`src/rtl/trap_sequencer.sv`:
```
// trap_sequencer: takes an interrupt at a non-stalled instruction boundary, saves the
// resume PC to mepc, flushes and redirects fetch to the vector, and on MRET flushes
// and redirects fetch back to mepc. Single level, no nesting.
//   clk, rst (active-low async)         clock and reset
//   inter_req/inter_addr/inter_sel      request, vector address and cause from the detector
//   mret, stall, pc_cur                 execute-stage MRET, pipeline stall, oldest un-retired PC
//   epc_rdata                           current mepc from the CSR file
//   epc_we/epc_wdata                    mepc write port (combinational while waiting for a boundary)
//   flush, pc_redirect, pc_target       pipeline kill and fetch redirect
//   inter_ack, in_handler, cause, busy  status back to the detector and core
module trap_sequencer #(
   parameter int XLEN = 32,
   parameter logic [XLEN-1:0] CODE_SEGMENT = '0,
   parameter int DRAIN_CYCLES = 2
) (
   input  logic            clk,
   input  logic            rst,
   input  logic            inter_req,
   input  logic [XLEN-1:0] inter_addr,
   input  logic [2:0]      inter_sel,
   input  logic            mret,
   input  logic            stall,
   input  logic [XLEN-1:0] pc_cur,
   input  logic [XLEN-1:0] epc_rdata,
   output logic            epc_we,
   output logic [XLEN-1:0] epc_wdata,
   output logic            flush,
   output logic            pc_redirect,
   output logic [XLEN-1:0] pc_target,
   output logic            inter_ack,
   output logic            in_handler,
   output logic [2:0]      cause,
   output logic            busy
);
   localparam logic [2:0] IDLE         = 3'd0;
   localparam logic [2:0] WAIT_BND     = 3'd1;
   localparam logic [2:0] FLUSH        = 3'd2;
   localparam logic [2:0] REDIRECT     = 3'd3;
   localparam logic [2:0] HANDLER      = 3'd4;
   localparam logic [2:0] RET_FLUSH    = 3'd5;
   localparam logic [2:0] RET_REDIRECT = 3'd6;
   localparam logic [3:0] DRAIN_INIT   = 4'(DRAIN_CYCLES - 1);

   logic [2:0]      state;
   logic [3:0]      cnt;
   logic [XLEN-1:0] vec;
   logic [XLEN:0]   diff;

   always_ff @(posedge clk or negedge rst)
      if (!rst) begin
         state <= IDLE;
         cnt   <= '0;
         vec   <= '0;
         cause <= '0;
      end else
         case (state)
            IDLE:
               if (inter_req) begin
                  vec   <= inter_addr;
                  cause <= inter_sel;
                  state <= WAIT_BND;
               end
            WAIT_BND:
               if (!stall) begin
                  cnt   <= DRAIN_INIT;
                  state <= FLUSH;
               end
            FLUSH, RET_FLUSH:
               if (cnt == '0) state <= (state == FLUSH) ? REDIRECT : RET_REDIRECT;
               else cnt <= cnt - 4'd1;
            REDIRECT: state <= HANDLER;
            // inter_req is deliberately not looked at here: no nesting, mret wins
            HANDLER:
               if (mret && !stall) begin
                  cnt   <= DRAIN_INIT;
                  state <= RET_FLUSH;
               end
            default: state <= IDLE;
         endcase

   // borrow bit of pc_cur - CODE_SEGMENT flags a PC below the legal code segment
   assign diff        = {1'b0, pc_cur} - {1'b0, CODE_SEGMENT};
   assign epc_we      = (state == WAIT_BND) && !stall;
   assign epc_wdata   = (state != WAIT_BND) ? '0 : diff[XLEN] ? CODE_SEGMENT : pc_cur;
   assign flush       = (state == FLUSH) || (state == RET_FLUSH);
   assign pc_redirect = (state == REDIRECT) || (state == RET_REDIRECT);
   assign inter_ack   = (state == REDIRECT);
   // epc_rdata is taken live so a mepc written by the handler is honoured
   assign pc_target   = (state == REDIRECT) ? vec : (state == RET_REDIRECT) ? epc_rdata : '0;
   assign in_handler  = (state == HANDLER) || (state == RET_FLUSH) || (state == RET_REDIRECT);
   assign busy        = (state != IDLE);
endmodule

```
`config.mk`:
```
export PLATFORM = sky130hd
export DESIGN_NAME = trap_sequencer
export DESIGN_NICKNAME = d
export VERILOG_FILES = /design/src/rtl/trap_sequencer.sv
export SDC_FILE = /design/constraint.sdc
export NUM_CORES = 1
export LEC_CHECK = 0
export BUFFER_PORTS_ARGS = -buffer_cell sky130_fd_sc_hd__buf_2
export CAP_MARGIN = 20
export CORE_AREA = 2 2 100 102
export DETAILED_ROUTE_END_ITERATION = 7
export DIE_AREA = 0 0 102 104
export GPL_TIMING_DRIVEN = 0
export PLACE_DENSITY = 0.61
export RECOVER_POWER = 25
export SLEW_MARGIN = 20
export SYNTH_ARGS = -nofsm -noshare
export SYNTH_HDL_FRONTEND = slang
export SYNTH_SLANG_ARGS = --single-unit
export TNS_END_PERCENT = 1
```
`constraint.sdc`:
```
create_clock -name clk -period 3 [get_ports clk]
set_input_delay 0.3 -clock clk [delete_from_list [all_inputs] [get_ports clk]]
set_output_delay 0.3 -clock clk [all_outputs]
set_load 0.01 [all_outputs]
```
* Word level (Yosys, flattened, before mapping) *
Cells that the tools add are included.

storage, ports and cells
  register bits after elaboration = 42
  bits in latches = 0
  memory bits (writable) = 0
  bits in read-only memories = 0
  input port bits = 104
  output and inout port bits = 73
  word-level logic and storage cells = 45
  memories kept = 0

cells by class
  $add $sub $neg = 1
  multipliers = 0
  div/mod/pow operators = 0
  $lt $le $gt $ge = 0
  equal/unequal tests = 12
  shift operators = 0
  muxes and demuxes = 13
  bitwise operators = 0
  reductions and logical operators = 15

operators by type and width
  kind                                                                count
  32-bit two-way mux                                                  3
  3-bit two-way mux                                                   5
  3-bit case mux with 5 select lines                                  1
  4-bit two-way mux                                                   3
  4-bit case mux with 3 select lines                                  1
  2-bit != test, second input constant                                5
  3-bit == test, second input constant                                3
  4-bit AND reduction                                                 2
  3-bit by 2-bit == test with 1-bit output, second input constant     2
  3-bit nonzero test                                                  2
  4-bit zero test                                                     1
  1-bit logical OR                                                    4
  4-bit by 1-bit subtractor with 4-bit output, second input constant  1
  3-bit by 1-bit == test with 1-bit output, second input constant     1
  3-bit zero test                                                     1
  3-bit by 1-bit != test with 1-bit output, second input constant     1
  1-bit logical AND                                                   2
  2-bit AND reduction                                                 1
  2-bit OR reduction                                                  1
  1-bit zero test                                                     1

* Logic depth before layout (Yosys ltp) *
Gate-level depths: netlist (run 1).

  depth after elaboration = 4
  gate-level depth with buffers = 6
  mapped depth without buffers = 5

* Least setup slack after synthesis (run 1) *
No wires, ideal clock.

  path kind = register -> register
  start point = reg state[0]
  end point = reg state[0]
  setup time = 0.127 ns
  data arrival time = 1.574 ns
  path slack = 1.299 ns
  cell stages (with the launch flop) = 6
  cell sequence = dfrtp_1 > buf_4 > or3b_4 > a22oi_4 > nand2b_2 > mux2_1

on the way
  cells in the longest elaborated chain, start to end = 4

ends and longest elaborated chain
  item                                                                              line    RTL
  start, declared                                                                   44      logic [2:0] state;
  start signal, assigned                                                            69      if (cnt == '0) state <= (state == FLUSH) ? REDIRECT : RET_REDIRECT;
  3-bit by 2-bit == test with 1-bit output / 3-bit == test (equally long branches)  56, 69
  3-bit two-way mux / 2-bit OR reduction (equally long branches)                    69, 56
  3-bit two-way mux / 2-bit != test (equally long branches)                         --
  3-bit case mux with 5 select lines / 4-bit AND reduction (equally long branches)  --

Several ways; a longest one is shown, not always the timed one. The select of a mux whose other input is x is not followed.
A chain may end at the register's enable or synchronous reset.

* Final worst setup path (run 1) *
  start point = reg state[2]
  end point = out pc_target[11]

on the way
  cells in the longest elaborated chain, start to end = 3

ends and longest elaborated chain
  item                    line  RTL
  3-bit == test           89    assign pc_target = (state == REDIRECT) ? vec : (state == RET_REDIRECT) ? epc_rdata : '0;
  32-bit two-way mux      89
  32-bit two-way mux (*)  89
  end, declared           29    output logic [XLEN-1:0] pc_target,

Mark *: on every way between the ends. The rest lies on a longest branch, timed or not.

==> impl_summary.md, run 1 <==
Synth
Of the total synthesized cell area, the portion taken by full adders, half adders and majority gates is 0.0107. Ranked by total cell area, the synthesized netlist is headed by dfrtp_1, mux2_2, a22o_1, and2_1, buf_6. Of the total synthesized cell area, the portion taken by AND, OR, NAND and NOR gates is 0.144. Of the total synthesized cell area, the portion taken by XOR and XNOR cells is 0.00374. The post-synthesis sequential area ratio is 0.448. The synthesized design contains 42 register bits. The fraction of the mapped netlist area in compound gates came to 0.163. The area of the mapped netlist is approximately 0.0023 mm^2.

The number of instances in the synthesized netlist is 200. The total number of yosys warnings is 0. Of the post-synthesis cell area, the part taken by muxes is 0.182. The share of synthesized area in the top cell type comes to 0.448. The post-synthesis cell type with the largest combined area is dfrtp_1.

After synthesis, the largest family of logic cells by area is multiplexers. The netlist uses 33 different library cells. The synthesized area divided by synthesized cell count is 11.7 um^2. The number of nets in the synthesized netlist is 306.

Global route
In the global route stage, overall resource usage came out at 0.122. The final global-route overflow total is 0. The wire length of the first global-routing pass is around 10000 um. The number of global-route vias before repair is about 2.3k. The largest net degree at the start of global routing is between 40 and 50. The number of antenna violations at the first check in global routing is 0.

Final layout
The final standard cell count with taps included and fillers excluded is slightly above 500. The area growth from synthesis to layout is 48.7%. Counting the fill cells in the layout gives slightly above 1k.

Leaving out fill and tap cells, the most frequent cells in the layout are buf_2, dfrtp_1, mux2_2, and2_1, a22o_1. The commonest non-fill, non-tap cell in the layout is buf_2. 0 antenna diodes ended up in the layout. The number of nets in the final layout is slightly below 500. The share of post-route cells with drive strength above 1 is 0.615.

Clocking
Clock latency on the worst-skew pair, taken at its later pin, is between 0.2 and 0.3 ns. Once the clock tree was built, the resizer swapped 0 gates to a different size. The post-CTS setup repair buffer count is 0. The number of buffers created by CTS is 5.

Clock-pin slew was measured on the worst setup and hold paths at approximately 0.080 ns. TritonCTS built the clock tree. The H-tree was split into 2 levels. The root buffer cell chosen for the clock tree is clkbuf_8. CTS saw between 40 and 50 sinks. The maximum number of buffers from clock root to sink is 2.

Buffers inserted to repair hold after CTS numbered 0.

Setup path
The type of element capturing the critical path is an output pin. Tracing the worst setup path back leads to its startpoint at state[2]. The kind of start point of the critical path is a register.

The endpoint identified for the worst register-to-register timing path is vec[18]. Data arrives at the worst endpoint at 2.07 ns. The startpoint of the most critical register-to-register path is state[0].

The number of cell instances on the worst register-to-register path is 5. Data on the critical path is required at its endpoint by about 2.7 ns. Along the worst path, the maximum fanout reaches 10.

The end point of the critical path is pc_target[11]. The startpoint-to-endpoint class of the critical path is register to output pin. In this run the register-to-register setup slack is around 1.2 ns.

Floorplanning
The floorplan step defined a core boundary enclosing 0.00955 mm^2. The I/O pin total is ~180. The die height is approximately 100 um. The initial cell density of the core is 0.246. The die covers 0.0106 mm^2. The overall die width is between 100 and 150 um. The number of rows in the core area is 36.

STA
The normalized max-slew margin is -0.551. The number of max-slew violations in the final report is 43. The minimum clock period after layout is ~2.4 ns. Of the available clock period, the critical path in the final layout requires 0.789. For the pin with the worst max-slew slack, the measured transition is about 2.3 ns.

The total count of hold-check failures in the final report is 0. Setup repair after global routing left no endpoint under its margin. Setup violations remaining at the end of the flow were counted as 0. For the final database, setup skew stands at ~0.0060 ns. Static timing analysis puts the maximum clock frequency at ~420 MHz. For the final routed database, the setup TNS stands at 0 ns.

Job
The max capacitance violation total is 1.

Detailed routing
The final routed wire length divided by cell count is roughly 13 um. The total iterations of the first detailed-routing run is 3. The routed wire length is 6740 um.

The remaining design rule violation count is 0. After the first detailed-routing iteration, the DRC count stood at 32. The detailed-route via count is 2254. The count of nets left with antenna violations once routing finished came out at 0. Dividing the detail-routed via count by the number of cells gives between 4 and 5.

Power and ir drop
Dividing total power by cell area gives a power density of 856 mW/mm^2. Overall power consumption after layout is estimated at around 3.0 mW. Summed over all cells, the static leakage comes to ~1.9 nW. The worst-case IR drop observed on VDD is 0.288 mV.

Place
The detailed placer's ending HPWL is roughly 5300 um. The number of cells after detailed placement is 509. The final weighted congestion in routability-driven placement is 0.746. The number of buffers added on ports is approximately 180.

Worst hold path
The tightest min-delay check is of the input pin to register type. In this run the most critical hold path is launched from inter_addr[16]. The depth of the worst hold-timing path is 2.

Run status
The flow ran to the end, but the final reports show violations. The checks that failed: max-capacitance violations, max-slew violations.
==> state kept, by name (all words and copies together), names as in the netlist <==
| name | count |
|---|---|
| vec | 32 |
| cnt | 4 |
| cause | 3 |
| state | 3 |
==> area by class of cell <==
cell class | count | area, um^2 | share of cell area
Clock buffer | 6 | 82.6 | 0.0237
Tap cell | 133 | 166 | 0.0477
Multi-Input combinational cell | 136 | 1180 | 0.338
Sequential cell | 42 | 1050 | 0.302
Clock inverter | 2 | 12.5 | 0.00359
Buffer | 17 | 96.3 | 0.0276
Inverter | 5 | 18.8 | 0.00538
Timing Repair Buffer | 176 | 880 | 0.252
==> logic make-up (layout without fill, tap and decap cells) <==
family                     after synthesis  after routing
buffers and inverters                   22            206
muxes                                   38             38
adders and majority gates                2              2
xor gates and xnor gates                 1              1
DFF                                     42             42
AOI/OAI and AO/OA                       45             45
and+or+nand+nor                         50             50
==> metrics by stage <==
step | instance area, um^2 | hold WS (ns) | utilization | setup WS, ns
floorplan | 2340 | 0.00441 | - | 1.30
global placement | 3390 | 0.487 | 0.355 | 0.939
detailed placement | 3390 | 0.496 | 0.355 | 0.912
CTS | 3490 | 0.188 | 0.365 | 0.581
global route | 3490 | 0.214 | 0.365 | 0.439
finish | 3490 | 0.233 | 0.365 | 0.633
==> Yosys cell counts <==
cell type / number
dfrtp_1: 42
nor2b_1: 2
a22o_1: 33
nand3b_1: 1
and3b_1: 1
mux2_1: 1
buf_2: 5
inv_1: 5
or3_4: 1
nand2_1: 1
nand2b_2: 1
a21boi_0: 1
a21oi_1: 4
o21ai_0: 2
mux2i_1: 1
or4b_1: 1
nor2_8: 1
a211oi_1: 1
o31a_1: 1
buf_4: 1
clkbuf_1: 8
ha_1: 2
nor3_1: 2
mux2_2: 36
nor2_1: 2
and2_1: 34
or3b_4: 1
nand2b_1: 1
or2_2: 1
a31o_2: 2
buf_6: 3
a22oi_4: 1
xnor2_1: 1
==> layer usage <==
layer,wire [um],track usage,vias to the layer above
met3,525,0.0329,4
met4,37,0.0257,0
met2,3480,0.231,104
met5,0,0,-
li1,-,-,1085
met1,2700,0.134,1061
==> worst min-delay path by stage <==
stage	slack (ns)	to
4_1_cts	0.19	vec[13]
5_1_grt	0.21	vec[28]
3_5_place_dp	0.50	vec[16]
3_3_place_gp	0.49	cause[0]
2_1_floorplan	0.004	cause[0]
6_report	0.23	vec[16]
==> report_power, final <==
| group | switching (mW) | internal, mW | total [mW] |
|---|---|---|---|
| clock | 0.198 | 0.185 | 0.383 |
| combinational | 0.768 | 0.840 | 1.61 |
| sequential | 0.147 | 0.847 | 0.993 |
| total | 1.11 | 1.87 | 2.99 |
==> critical path, cell delays in order (launching register included) <==
cell	delay, ns
dfrtp_1	0.37
buf_2	0.17
nor2b_1	0.17
and2_1	0.14
clkbuf_1	0.29
buf_2	0.30
a22o_1	0.19
buf_2	0.13
No activity file was read; power rests on OpenSTA's default activity.
==> inputs of run 2 (changes only) <==
--- a/config.mk
+++ b/config.mk
@@ -5,11 +5,12 @@
 export SDC_FILE = /design/constraint.sdc
 export NUM_CORES = 1
 export LEC_CHECK = 0
+export ABC_AREA = 1
 export BUFFER_PORTS_ARGS = -buffer_cell sky130_fd_sc_hd__buf_2
 export CAP_MARGIN = 20
-export CORE_AREA = 2 2 100 102
+export CORE_AREA = 2 2 106 108
 export DETAILED_ROUTE_END_ITERATION = 7
-export DIE_AREA = 0 0 102 104
+export DIE_AREA = 0 0 108 110
 export GPL_TIMING_DRIVEN = 0
 export PLACE_DENSITY = 0.61
 export RECOVER_POWER = 25
==> constraint.sdc (replaced) <==
create_clock -name clk -period 2.1 [get_ports clk]
set_input_delay 0.21 -clock clk [delete_from_list [all_inputs] [get_ports clk]]
set_output_delay 0.21 -clock clk [all_outputs]
set_load 0.01 [all_outputs]
==> run 2 against run 1 <==
The run now ends clean; cell count up 24%; synthesized area up 12%; cell area up 10%; hold slack worse by 0.093 ns; worst setup slack worse by 0.51 ns; total power up 62%; critical endpoint is now epc_wdata[16]; largest power group unchanged.
==> impl_summary.md, run 2 <==
Floorplanning
The die area is 0.0119 mm^2 (was 0.0106 mm^2). The placeable core region is 0.0107 mm^2 (was 0.00955 mm^2). The initial cell density of the core is 0.245 (was 0.246). The overall die width came to 108 um (was 102 um).

The die height is 110 um (was 104 um). The number of rows in the core area was 38 (was 36). The I/O pin total came to 177 (unchanged).

Worst hold path
The depth of the worst hold-timing path was 2 (unchanged). The worst hold endpoint is vec[25] (was vec[16]). The worst hold path class is input pin to register (unchanged).

The hold path startpoint is inter_addr[25] (was inter_addr[16]).

STA
The total count of hold-check failures in the final report is 0 (unchanged). The final hold slack is 0.140 ns (was 0.233 ns). The number of max-slew violations in the final report is 0 (was 43). The minimum clock period after layout is just under 2 ns. The worst setup skew after layout is 0.00451 ns (was 0.00599 ns). The setup total negative slack is 0 ns (unchanged). The normalized max-slew margin was 0.286 (was -0.551).

The final cycle utilization of the critical path is 0.940. The total of endpoints with negative setup slack in the final report was 0 (unchanged). The final critical-path setup slack is 0.126 ns (was 0.633 ns). Derived from the worst setup path, the maximum achievable clock frequency is 506 MHz.

The slew at the pin with the worst max-slew slack is 1.07 ns (was 2.33 ns).

Global route
The global-route usage over all layers came to 0.118 (was 0.122). The peak-usage layer in the global routing report is met2 (unchanged). The wire length of the first global-routing pass is 11000 um (was 10400 um). The met1 track demand over resource in global routing is 0.139 (was 0.134). The number of global-route vias before repair came to 2387 (was 2304). The number of antenna violations at the first check in global routing is 0 (unchanged). The met2 routing resource usage after global routing is 0.217 (was 0.231). The met3 layer usage reported by global route is 0.0294 (was 0.0329). The final global-route overflow total is 0 (unchanged). The largest net degree at the start of global routing is 43 (unchanged).

Detailed routing
The DRC marker count from the first detailed-route iteration is 82 (was 32). The detailed-route via count is 2621 (was 2254). The final routed wire length divided by cell count is 11.4 um (was 13.0 um).

The total iterations of the first detailed-routing run was 4 (was 3). The remaining design rule violation count is 0 (unchanged). The routed wire length was 7270 um (was 6740 um). The number of nets still failing antenna checks after routing is 0 (unchanged). The via count normalized by instance count is 4.10 (was 4.36).

Clocking
The clock tree root driver cell is clkbuf_8 (unchanged). The maximum number of buffers from clock root to sink was 2 (unchanged). The post-CTS setup repair buffer count is 0 (unchanged). The TritonCTS clock tree is built (unchanged). The number of buffers created by CTS came to 5 (unchanged). The level count of the clock H-tree came to 2 (unchanged).

The post-CTS clock slew at the launch and capture registers of the worst setup and hold paths came to 0.09 ns (was 0.08 ns). The number of clock sinks seen by CTS came to 42 (unchanged). The clock latency at the later pin of the worst-skew pair is 0.29 ns (about the same).

Final layout
Top Registers: vec: 32 flops, cnt: 4 flops (unchanged). The footprint of the multi-input gates is 0.00120 mm^2 (was 0.00118 mm^2). The register with the most flip-flops was vec (unchanged). The number of fillers in the final layout is 1148 (was 1024).

The final core area utilization is 0.360 (was 0.365). The number of flip-flops in the largest register came to 32 (unchanged). The antenna diode instance count is 0 (unchanged).

The commonest non-fill, non-tap cell in the layout is buf_2 (unchanged). The share of post-route cells with drive strength above 1 is 0.479 (was 0.615). The final standard cell count with taps included and fillers excluded is 639 (was 517). The number of nets in the final layout is 604 (was 489). The register area is 0.00105 mm^2 (unchanged).

Most used cells in the layout excluding fill and tap cells: buf_2, inv_1, nand2_1, dfrtp_1 (was buf_2, dfrtp_1, mux2_2, and2_1, a22o_1). The post-route cell area is 0.00385 mm^2 (was 0.00349 mm^2). The area growth from synthesis to layout is 46.8% (was 48.7%).

Power and ir drop
The sequential share of power was 0.301 (was 0.333). The power density over the cells is 1250 mW/mm^2 (was 856 mW/mm^2). The combinational power share is 0.537 (was 0.539). The clock network power share came to 0.162 (was 0.128). The highest ir drop seen on vdd came to 0.629 mV (was 0.288 mV). The cell-internal power came to 2.97 mW (was 1.87 mW). The switching power is 1.85 mW (was 1.11 mW). The leakage dissipation was 2.41 nW (was 1.88 nW).

The net switching fraction of the power is 0.383 (was 0.373). The post-layout total power is 4.82 mW (was 2.99 mW).

Place
The number of buffers added on ports was 176 (unchanged). The pre-CTS setup slack is 0.320 ns (was 0.912 ns). The instance area after placement is 0.00368 mm^2 (was 0.00339 mm^2). The number of cells after detailed placement is 630 (was 509). The detailed placer's ending HPWL was 5760 um (was 5250 um). The final weighted congestion in routability-driven placement is 0.775 (was 0.746).

Setup path
The startpoint-to-endpoint class of the critical path is register to output pin (unchanged). The top fanout value on the critical path was 10 (unchanged). The type of element capturing the critical path is an output pin (unchanged). The critical path arrival is 1.76 ns (was 2.07 ns). The register-to-register setup slack is 0.65 ns (was 1.18 ns). The startpoint of the most critical register-to-register path is state[2] (was state[0]).

The kind of start point of the critical path is a register (unchanged). The number of cell instances on the worst register-to-register path is 8 (was 5). The capturing point of the worst reg2reg path is cnt[0] (was vec[18]). The required time at the endpoint of the critical path was 1.89 ns (was 2.70 ns).

Synth
The number of nets in the synthesized netlist is 420 (was 306). The fraction of the mapped netlist area in compound gates is 0.0669 (was 0.163). The prevailing post-synth register cell was dfrtp_1 (unchanged). The number of instances in the synthesized netlist is 314 (was 200).

The number of distinct library cell variants in the gate-level netlist after synthesis came to 22 (was 33). The adder-cell share of the synthesized area is 0.00955 (was 0.0107). The post-synthesis sequential area ratio was 0.401 (was 0.448). The share of flip-flops with an asynchronous set or reset after synthesis was 1.00 (unchanged). Top cell types by occurrence after synthesis: inv_1, nand2_1, dfrtp_1 (was dfrtp_1, mux2_2, and2_1). The synthesized area divided by synthesized cell count was 8.34 um^2 (was 11.7 um^2). The multiplexer fraction of the synthesized cell area is 0.193 (was 0.182). The leading cell type by number of instances after synthesis is inv_1 (was dfrtp_1). The count of flip-flops with a built-in enable after synthesis came to 0 (unchanged). The flop and latch count out of synthesis came to 42 (unchanged). Most area-consuming cells after synthesis: dfrtp_1, mux2_4, inv_1, nand2_1, o21ai_0 (was dfrtp_1, mux2_2, a22o_1, and2_1, buf_6). The combinational family with the most area after synthesis is multiplexers (unchanged).

The total number of yosys warnings came to 0 (unchanged). The share of the synthesized area in the top cell type is 0.401 (was 0.448). The xor/xnor cell area share of the yosys netlist was 0.00669 (was 0.00374). The area share of and/or/nand/nor cells after synthesis is 0.178 (was 0.144). The post-synthesis cell type with the largest combined area is dfrtp_1 (unchanged). The area of the mapped netlist is 0.00262 mm^2 (was 0.00234 mm^2).

Job
The max capacitance violation total is 0 (was 1).

Run status
Status: completed (was finished, violations left).
[run 2: logic make-up (layout without fill, tap and decap cells)]
kind of cell,after synthesis,after routing
fa+ha+maj,2,2
xor+xnor,2,2
compound gates,35,35
mux,35,35
simple gates,108,108
flops,42,42
buf+inv,90,275
[run 2: layout make-up]
cell class | instances | area share
multi-input cells | 182 | 0.312
clock inverters | 3 | 0.0179
repair buffers | 177 | 0.232
inverters | 76 | 0.0748
plain buffers | 14 | 0.0270
flip-flops and latches | 42 | 0.273
well taps | 140 | 0.0455
clock buffers | 5 | 0.0179
[run 2: power by group through the flow]
| stage | sequential [mW] | clock, mW | combinational [mW] |
|---|---|---|---|
| 4_1_cts | 1.45 | 0.823 | 2.61 |
| 3_3_place_gp | 1.45 | 0 | 2.55 |
| 5_1_grt | 1.51 | 0.856 | 2.89 |
| 6_report | 1.45 | 0.781 | 2.59 |
| 2_1_floorplan | 1.41 | 0 | 1.80 |
| 3_5_place_dp | 1.45 | 0 | 2.60 |
[run 2: worst max-delay path by stage]
| stage | start | endpoint | cells after the start |
|---|---|---|---|
| 6_report | state[2] | epc_wdata[16] | 5 |
| 3_5_place_dp | state[2] | pc_target[9] | 7 |
| 5_1_grt | state[0] | pc_target[24] | 6 |
| 2_1_floorplan | state[0] | pc_target[22] | 5 |
| 3_3_place_gp | state[2] | pc_target[9] | 7 |
| 4_1_cts | state[0] | pc_target[9] | 6 |
[run 2: critical path: stages, from the launching register on]
cell and delay, ns:
dfrtp_1 0.47, inv_4 0.14, nand3_1 0.26, buf_2 0.27
nor2_1 0.16, buf_2 0.16
[run 2: repair_timing]
item	4_1_cts	5_1_grt
hold buffers	0	1
cloned	0	0
resized for setup	3	7
endpoints found under the setup margin	7	29
hold endpoints to repair	0	42
pin swaps	0	0
[run 2: layer usage]
metal / vias up / wire length (um)
met5: - / 0
met2: 129 / 3520
met4: 0 / 51
li1: 1316 / -
met1: 1171 / 3060
met3: 5 / 638
